==> src/rtl/alu_sys_pkg.sv <==
// Shared definitions for the UART-driven ALU system: command opcodes,
// FSM state encoding and ALU function class codes.
package alu_sys_pkg;

    localparam int ALU_DW = 8;

    localparam logic [7:0] OPC_ALU_OPER = 8'hCC;
    localparam logic [7:0] OPC_ALU_NOP  = 8'hDD;

    localparam logic [3:0] ST_IDLE     = 4'd0;
    localparam logic [3:0] ST_GET_A    = 4'd1;
    localparam logic [3:0] ST_GET_B    = 4'd2;
    localparam logic [3:0] ST_GET_FUN  = 4'd3;
    localparam logic [3:0] ST_ALU_RUN  = 4'd4;
    localparam logic [3:0] ST_WAIT_RES = 4'd5;
    localparam logic [3:0] ST_SEND_LO  = 4'd6;
    localparam logic [3:0] ST_WAIT_LO  = 4'd7;
    localparam logic [3:0] ST_SEND_HI  = 4'd8;
    localparam logic [3:0] ST_WAIT_HI  = 4'd9;

    typedef enum logic [3:0] {
        IDLE     = ST_IDLE,
        GET_A    = ST_GET_A,
        GET_B    = ST_GET_B,
        GET_FUN  = ST_GET_FUN,
        ALU_RUN  = ST_ALU_RUN,
        WAIT_RES = ST_WAIT_RES,
        SEND_LO  = ST_SEND_LO,
        WAIT_LO  = ST_WAIT_LO,
        SEND_HI  = ST_SEND_HI,
        WAIT_HI  = ST_WAIT_HI
    } state_t;

    // ALU_FUN[3:2] selects the function class in the ALU decoder.
    localparam logic [1:0] FUN_ARITH = 2'b00;
    localparam logic [1:0] FUN_LOGIC = 2'b01;
    localparam logic [1:0] FUN_CMP   = 2'b10;
    localparam logic [1:0] FUN_SHIFT = 2'b11;

endpackage

==> src/rtl/alu_res_tx_ser.sv <==
// Result latch and two-byte TX serializer (low byte first).
// Ports: start/result from the command FSM, tx_busy from uart_tx,
// tx_data/tx_vld to uart_tx, done strobe back to the command FSM.
module alu_res_tx_ser
    import alu_sys_pkg::*;
#(
    parameter int DATA_WIDTH = ALU_DW
) (
    input  logic                    clk,
    input  logic                    rst_n,
    input  logic                    start,
    input  logic [2*DATA_WIDTH-1:0] result,
    input  logic                    tx_busy,
    output logic [DATA_WIDTH-1:0]   tx_data,
    output logic                    tx_vld,
    output logic                    done
);

    state_t                  state_q, state_d;
    logic [2*DATA_WIDTH-1:0] res_q, res_d;
    logic [DATA_WIDTH-1:0]   tx_data_q, tx_data_d;
    logic                    tx_vld_q, tx_vld_d;
    // Set once uart_tx has raised busy for the byte just handed over.
    logic                    seen_q, seen_d;

    always_ff @(posedge clk or negedge rst_n) begin
        if (!rst_n) begin
            state_q   <= IDLE;
            res_q     <= '0;
            tx_data_q <= '0;
            tx_vld_q  <= 1'b0;
            seen_q    <= 1'b0;
        end else begin
            state_q   <= state_d;
            res_q     <= res_d;
            tx_data_q <= tx_data_d;
            tx_vld_q  <= tx_vld_d;
            seen_q    <= seen_d;
        end
    end

    always_comb begin
        state_d   = state_q;
        res_d     = res_q;
        tx_data_d = tx_data_q;
        tx_vld_d  = 1'b0;
        seen_d    = seen_q;
        done      = 1'b0;
        unique case (state_q)
            IDLE: begin
                if (start) begin
                    res_d   = result;
                    state_d = SEND_LO;
                end
            end
            SEND_LO: begin
                if (!tx_busy) begin
                    tx_data_d = res_q[DATA_WIDTH-1:0];
                    tx_vld_d  = 1'b1;
                    seen_d    = 1'b0;
                    state_d   = WAIT_LO;
                end
            end
            WAIT_LO: begin
                if (!seen_q) begin
                    seen_d = tx_busy;
                end else if (!tx_busy) begin
                    state_d = SEND_HI;
                end
            end
            SEND_HI: begin
                if (!tx_busy) begin
                    tx_data_d = res_q[2*DATA_WIDTH-1:DATA_WIDTH];
                    tx_vld_d  = 1'b1;
                    seen_d    = 1'b0;
                    state_d   = WAIT_HI;
                end
            end
            WAIT_HI: begin
                if (!seen_q) begin
                    seen_d = tx_busy;
                end else if (!tx_busy) begin
                    done    = 1'b1;
                    state_d = IDLE;
                end
            end
            default: state_d = IDLE;
        endcase
    end

    assign tx_data = tx_data_q;
    assign tx_vld  = tx_vld_q;

endmodule

==> src/rtl/alu_cmd_ctrl.sv <==
// Command sequencer ahead of the ALU: builds commands from UART RX
// bytes, drives ALU_A/ALU_B/ALU_FUN/ALU_EN and returns the result
// over UART TX. Ports: CLK/RST, RX byte strobe, ALU result strobe,
// TX busy in; operands, function, start, TX byte and drop strobe out.
module alu_cmd_ctrl
    import alu_sys_pkg::*;
#(
    parameter int                    DATA_WIDTH   = ALU_DW,
    parameter logic [DATA_WIDTH-1:0] CMD_ALU_OPER = DATA_WIDTH'(OPC_ALU_OPER),
    parameter logic [DATA_WIDTH-1:0] CMD_ALU_NOP  = DATA_WIDTH'(OPC_ALU_NOP)
) (
    input  logic                    CLK,
    input  logic                    RST,
    input  logic [DATA_WIDTH-1:0]   RX_P_DATA,
    input  logic                    RX_D_VLD,
    input  logic [2*DATA_WIDTH-1:0] ALU_OUT,
    input  logic                    OUT_VALID,
    input  logic                    TX_BUSY,
    output logic [DATA_WIDTH-1:0]   ALU_A,
    output logic [DATA_WIDTH-1:0]   ALU_B,
    output logic [3:0]              ALU_FUN,
    output logic                    ALU_EN,
    output logic [DATA_WIDTH-1:0]   TX_P_DATA,
    output logic                    TX_D_VLD,
    output logic                    CMD_DROP
);

    state_t                state_q, state_d;
    logic [DATA_WIDTH-1:0] a_q, a_d;
    logic [DATA_WIDTH-1:0] b_q, b_d;
    logic [3:0]            fun_q, fun_d;
    logic                  en_q, en_d;
    logic                  drop_q, drop_d;
    logic                  ser_start;
    logic                  ser_done;

    always_ff @(posedge CLK or negedge RST) begin
        if (!RST) begin
            state_q <= IDLE;
            a_q     <= '0;
            b_q     <= '0;
            fun_q   <= '0;
            en_q    <= 1'b0;
            drop_q  <= 1'b0;
        end else begin
            state_q <= state_d;
            a_q     <= a_d;
            b_q     <= b_d;
            fun_q   <= fun_d;
            en_q    <= en_d;
            drop_q  <= drop_d;
        end
    end

    // While the serializer owns the result, this FSM parks in SEND_LO
    // until done; the per-byte SEND/WAIT sequencing lives in the
    // serializer.
    always_comb begin
        state_d   = state_q;
        a_d       = a_q;
        b_d       = b_q;
        fun_d     = fun_q;
        en_d      = 1'b0;
        drop_d    = 1'b0;
        ser_start = 1'b0;
        unique case (state_q)
            IDLE: begin
                if (RX_D_VLD) begin
                    if (RX_P_DATA == CMD_ALU_OPER) begin
                        state_d = GET_A;
                    end else if (RX_P_DATA == CMD_ALU_NOP) begin
                        state_d = GET_FUN;
                    end else begin
                        drop_d = 1'b1;
                    end
                end
            end
            GET_A: begin
                if (RX_D_VLD) begin
                    a_d     = RX_P_DATA;
                    state_d = GET_B;
                end
            end
            GET_B: begin
                if (RX_D_VLD) begin
                    b_d     = RX_P_DATA;
                    state_d = GET_FUN;
                end
            end
            GET_FUN: begin
                if (RX_D_VLD) begin
                    fun_d   = RX_P_DATA[3:0];
                    state_d = ALU_RUN;
                end
            end
            ALU_RUN: begin
                en_d    = 1'b1;
                drop_d  = RX_D_VLD;
                state_d = WAIT_RES;
            end
            WAIT_RES: begin
                drop_d = RX_D_VLD;
                if (OUT_VALID) begin
                    ser_start = 1'b1;
                    state_d   = SEND_LO;
                end
            end
            SEND_LO: begin
                drop_d = RX_D_VLD;
                if (ser_done) begin
                    state_d = IDLE;
                end
            end
            default: begin
                drop_d  = RX_D_VLD;
                state_d = IDLE;
            end
        endcase
    end

    alu_res_tx_ser #(
        .DATA_WIDTH(DATA_WIDTH)
    ) u_ser (
        .clk     (CLK),
        .rst_n   (RST),
        .start   (ser_start),
        .result  (ALU_OUT),
        .tx_busy (TX_BUSY),
        .tx_data (TX_P_DATA),
        .tx_vld  (TX_D_VLD),
        .done    (ser_done)
    );

    assign ALU_A    = a_q;
    assign ALU_B    = b_q;
    assign ALU_FUN  = fun_q;
    assign ALU_EN   = en_q;
    assign CMD_DROP = drop_q;

endmodule

==> config.mk <==
export PLATFORM = sky130hd
export DESIGN_NAME = alu_cmd_ctrl
export DESIGN_NICKNAME = d
export VERILOG_FILES = /design/src/rtl/alu_sys_pkg.sv /design/src/rtl/alu_res_tx_ser.sv /design/src/rtl/alu_cmd_ctrl.sv
export SDC_FILE = /design/constraint.sdc
export NUM_CORES = 1
export LEC_CHECK = 0
export CORE_ASPECT_RATIO = 0.7
export CORE_UTILIZATION = 49
export DETAILED_ROUTE_END_ITERATION = 10
export PLACE_DENSITY = 0.91
export SLEW_MARGIN = 20
export SYNTH_ARGS = -nofsm -noshare
export SYNTH_HDL_FRONTEND = slang
export SYNTH_HIERARCHICAL = 1
export SYNTH_SLANG_ARGS = --single-unit
==> constraint.sdc <==
create_clock -name CLK -period 2.6 [get_ports CLK]
set_clock_uncertainty 0.1 [all_clocks]
set_input_delay 0.65 -clock CLK [delete_from_list [all_inputs] [get_ports CLK]]
set_output_delay 0.65 -clock CLK [all_outputs]
set_load 0.01 [all_outputs]
## Word level (Yosys, flattened, before mapping)

Cells that the tools add are included.

- Register bits after elaboration: 56
- Output and inout bits: 31
- Word-level logic and storage cells: 87

- Eq/ne operators: 27
- Multiplexer cells: 34
- Reductions and logical operators: 15

Operators with widths:

| cell | count |
|---|---|
| 4-bit 2-to-1 mux | 15 |
| 4-bit one-hot mux with 7 select lines | 1 |
| 2-bit != test, second input constant | 12 |
| 4-bit by 3-bit == test with 1-bit output, second input constant | 5 |
| 4-bit one-hot mux with 5 select lines | 1 |
| 8-bit == test, second input constant | 2 |
| 8-bit 2-to-1 mux | 2 |
| 8-bit one-hot mux with 2 select lines | 1 |
| 7-bit AND reduction | 2 |
| 1-bit 2-to-1 mux | 12 |
| 2-bit AND reduction | 5 |
| 4-bit by 2-bit == test with 1-bit output, second input constant | 2 |
| 4-bit == test, second input constant | 2 |
| 4-bit logical NOT | 2 |
| 4-bit by 1-bit == test with 1-bit output, second input constant | 1 |
| 2-bit by 1-bit != test with 1-bit output, second input constant | 2 |
| 1-bit one-hot mux with 2 select lines | 2 |
| 2-bit nonzero test | 2 |
| 2-bit OR reduction | 2 |
| 3-bit != test, second input constant | 1 |
| 3-bit AND reduction | 1 |
| 3-bit OR reduction | 1 |

## Depth between registers and ports, before layout

- Depth in word-level cells: 5
- Mapped depth: 6
- Mapped depth without buffers: 5

## Hierarchy

The synthesis kept the hierarchy.

Modules (own cells, without submodules):

| module | instances | cells each | area an instance (um2) |
|---|---|---|---|
| alu_res_tx_ser | 1 | 115 | 1,328.8 |
| alu_cmd_ctrl | 1 | 82 | 1,098.6 |

## Worst setup path after synthesis

Ideal clock, no wire load.

- Path kind: reg2reg
- Start: register state_q[2] (netlist name)
- End: register u_ser.res_q[0]
- Data arrival time: 1,715 ps
- Data required time: 2,375 ps
- Setup slack: 660 ps
- Cell stages (with the launch flop): 7
- Clock period less this slack: 1,940 ps
- Cell sequence: dfrtp_1 buf_6 or2b_1 nor2_1 nor3b_4 buf_6 mux2_2

RTL lines:

| what | line | text |
|---|---|---|
| end signal, assigned | alu_res_tx_ser.sv:35 | `res_q <= res_d;` |
| end, declared | alu_res_tx_ser.sv:20 | `logic [2*DATA_WIDTH-1:0] res_q, res_d;` |

## Worst setup path after layout

- Start: register u_ser.state_q[2]
- End: register u_ser.res_q[15]

- Cells in the longest elaborated chain, start to end: 2

RTL lines:

| what | line | text |
|---|---|---|
| start, declared | alu_res_tx_ser.sv:19 | `state_t state_q, state_d;` |
| start signal, assigned | alu_res_tx_ser.sv:34 | `state_q <= state_d;` |
| 4-bit logical NOT | alu_res_tx_ser.sv:49 | `unique case (state_q)` |
| 2-bit AND reduction (no line) | - |  |

Every way passes these cells.
A chain may end at the register's enable or synchronous reset.

==> flow_summary.ini <==
[outcome]
outcome = completed

[detailed_routing]
drt_iter0_drc = 90
postRouteWirelength_mm = 4.924
vias = 1727
via_per_inst = 5.314
ant_nets = 0
drc = 0
drtPass1Iterations = 4
detail_route.wl_per_cell_um = 15.15

[grt]
gr-usage-all-layers_pct = 19.87
grt_use_met3_pct = 5.442
grt_pass1_wl_mm = 7.769
grt_busiest_layer = met2
grt_pass1_vias = 1606
grt_use_met2_pct = 30.84
antenna_found_initial = 0
gr-usage-met1_pct = 27.01
gr-total-overflow = 0
grt_max_degree = 55

[worst_hold_path]
hp-class = input pin to asynchronous set/reset pin

[clock_network]
cts_resized = 0
cts-root-buf = clkbuf_8
clk_latency_ns = 0.31
cts_setup_buffers = 0
clock_sinks = 54
cts_tree = done
cts-buffers-inserted = 5
clock_path_buffers = 2
h-tree-depth = 2
clk_pin_slew_ns = 0.10
postCtsHoldBufs = 0

[synthesis]
async_flop_share_pct = 100.0
ys_seq_elements = 54
synth_edf_count = 0
netlist_area_mm2 = 0.002427
synth_flop_cell = dfrtp_1
ys_seq_area_share_pct = 55.67
synth-warning-count = 6
synth_cell_types = 37
syn_inst = 197
syn_avg_cell_area_um2 = 12.32
syn_nets = 226

[timing]
slew_viol_final = 0
hold_viol = 0
hold_ws_ns = 0.2082
setup_tns_ns = 0
setup_viol = 0
tightest_slew_ns = 0.5120
rsz0062_at_grt = no
relSlewSlack_pct = 65.86
fin_crit_ns = 2.084
max_freq_ghz = 0.4800
fin_crit_sh_pct = 80.14

[critical_path]
cp_max_fo = 16
critPathCaptureType = register
cp.required_ns = 2.70
critPathArrivalTime_ns = 2.18
startpoint_type = register
path_class = register to register

[placed_design]
hpwl_mm = 3.459
dpl_cell_area_mm2 = 0.003073
io_buffer_count = 59
gp_congestion = 0.7951

[power_and_ir_drop]
p_seq_share_pct = 44.4
clkPwrFrac_pct = 14.1
p_sw_share_pct = 33.82
vdd_drop_max_mv = 0.6285
switchingPower_mw = 1.166
leakagePower_nw = 1.317
internal-power_mw = 2.282
power.density_mw_per_mm2 = 1089
power_frac_comb_pct = 41.5

[die]
die_height_um = 60.89
dieArea_mm2 = 0.005244
row_count = 21
coreArea_mm2 = 0.004782
die_x_um = 86.13
start_util_pct = 50.76
io_pins = 60

[job]
cap_violations = 0

[cells_and_area]
diodes = 0
layout.nets = 284
syn2layout_area_growth_pct = 30.46
fin_area_mm2 = 0.003167
drive_gt1_share_pct = 21.48
[synth_stat cells, types with 2 or more instances]
cell      number  area (um2)
nor2b_1        3       18.77
o31ai_1        9       67.56
nand3_1        2       10.01
nor2_1        17       63.81
clkbuf_1       4       15.01
buf_2          2       10.01
o21ai_0        6       30.03
dfrtp_1       54        1351
a211oi_1       9       67.56
and2_1         2       12.51
buf_6          4       45.04
a21oi_1       10       50.05
nand2_1        7       26.28
nand2b_1       9       56.30
mux2_2        36       405.4
nor3b_1        2       15.01
[per-layer routing]
metal | vias up | part of all wire (%)
met5 | - | 0
met4 | 0 | 1.6
li1 | 817 | -
met3 | 7 | 5.2
met2 | 42 | 47
met1 | 861 | 47
[per-stage QoR]
step | util [%] | cells | power, mW | setup slack, ns
after floorplan | - | 197 | 2.319 | 0.6599
after global placement | 64.26 | 317 | 2.909 | 0.2484
after detailed placement | 64.26 | 317 | 2.982 | 0.2147
after CTS | 66.22 | 325 | 3.469 | 0.5351
after global routing | 66.22 | 325 | 3.678 | 0.4027
final | 66.22 | 325 | 3.448 | 0.5165
[flip-flops by register name, summed over array words and instances (netlist names)]
signal,count
u_ser/res_q,16
ALU_A,8
ALU_B,8
u_ser/tx_data,8
ALU_FUN,4
state_q,3
u_ser/state_q,3
ALU_EN,1
CMD_DROP,1
u_ser/seen_q,1
u_ser/tx_vld,1
[worst max-delay path, cell delays in order (launching register included)]
cell,delay (ns)
dfrtp_1,0.58
or2_1,0.47
nor3b_4,0.28
buf_12,0.18
mux2_2,0.35
[path summary, 6_finish.rpt]
check	from	endpoint	slack (ns)	depth (start not counted)
setup / recovery	u_ser/state_q[2]	u_ser/res_q[15]	0.52	4
hold / removal	RST	CMD_DROP	0.21	2
setup reg to reg	u_ser/state_q[2]	u_ser/res_q[15]	0.52	4
hold reg to reg	ALU_B[5]	ALU_B[5]	0.42	1
max in group asynchronous	RST	ALU_B[2]	1.95	2
min in group CLK	ALU_B[5]	ALU_B[5]	0.42	1
[power by group through the flow]
| stage | Sequential [mW] | Combinational (mW) | Clock, mW |
|---|---|---|---|
| floorplan | 1.53 | 0.788 | 0 |
| global placement | 1.52 | 1.39 | 0 |
| detailed placement | 1.54 | 1.44 | 0 |
| CTS | 1.53 | 1.45 | 0.493 |
| global route | 1.59 | 1.56 | 0.530 |
| finish | 1.53 | 1.43 | 0.485 |
[kinds of logic after synthesis]
family | Yosys count | share of synthesized area, %
flops | 54 | 55.67
buf+inv | 13 | 3.505
compound gates | 37 | 9.691
xor+xnor | 2 | 0.7218
simple gates | 55 | 13.71
mux | 36 | 16.70
[layout by cell type, fill, tap and decap left out, drive strengths merged, types with 3 or more instances in the layout]
master / netlist / routed
clkdlybuf4s50: 0 / 58
clkbuf: 4 / 5
a21oi: 10 / 10
nor2: 17 / 17
o21ai: 6 / 6
buf: 8 / 5
nor3b: 3 / 3
mux2: 36 / 36
nand2: 7 / 7
dfrtp: 54 / 54
nor2b: 3 / 3
o31ai: 9 / 9
a211oi: 9 / 9
nand2b: 9 / 9
[area by class of cell]
| type | count | area (um2) |
|---|---|---|
| Tap cell | 69 | 86.33 |
| Fill cell | 382 | 1615 |
| Clock inverter | 3 | 25.02 |
| Sequential cell | 54 | 1351 |
| Multi-Input combinational cell | 130 | 991.0 |
| Clock buffer | 5 | 68.82 |
| Inverter | 1 | 3.754 |
| Timing Repair Buffer | 63 | 640.6 |
(Power assumes the default switching activity.)
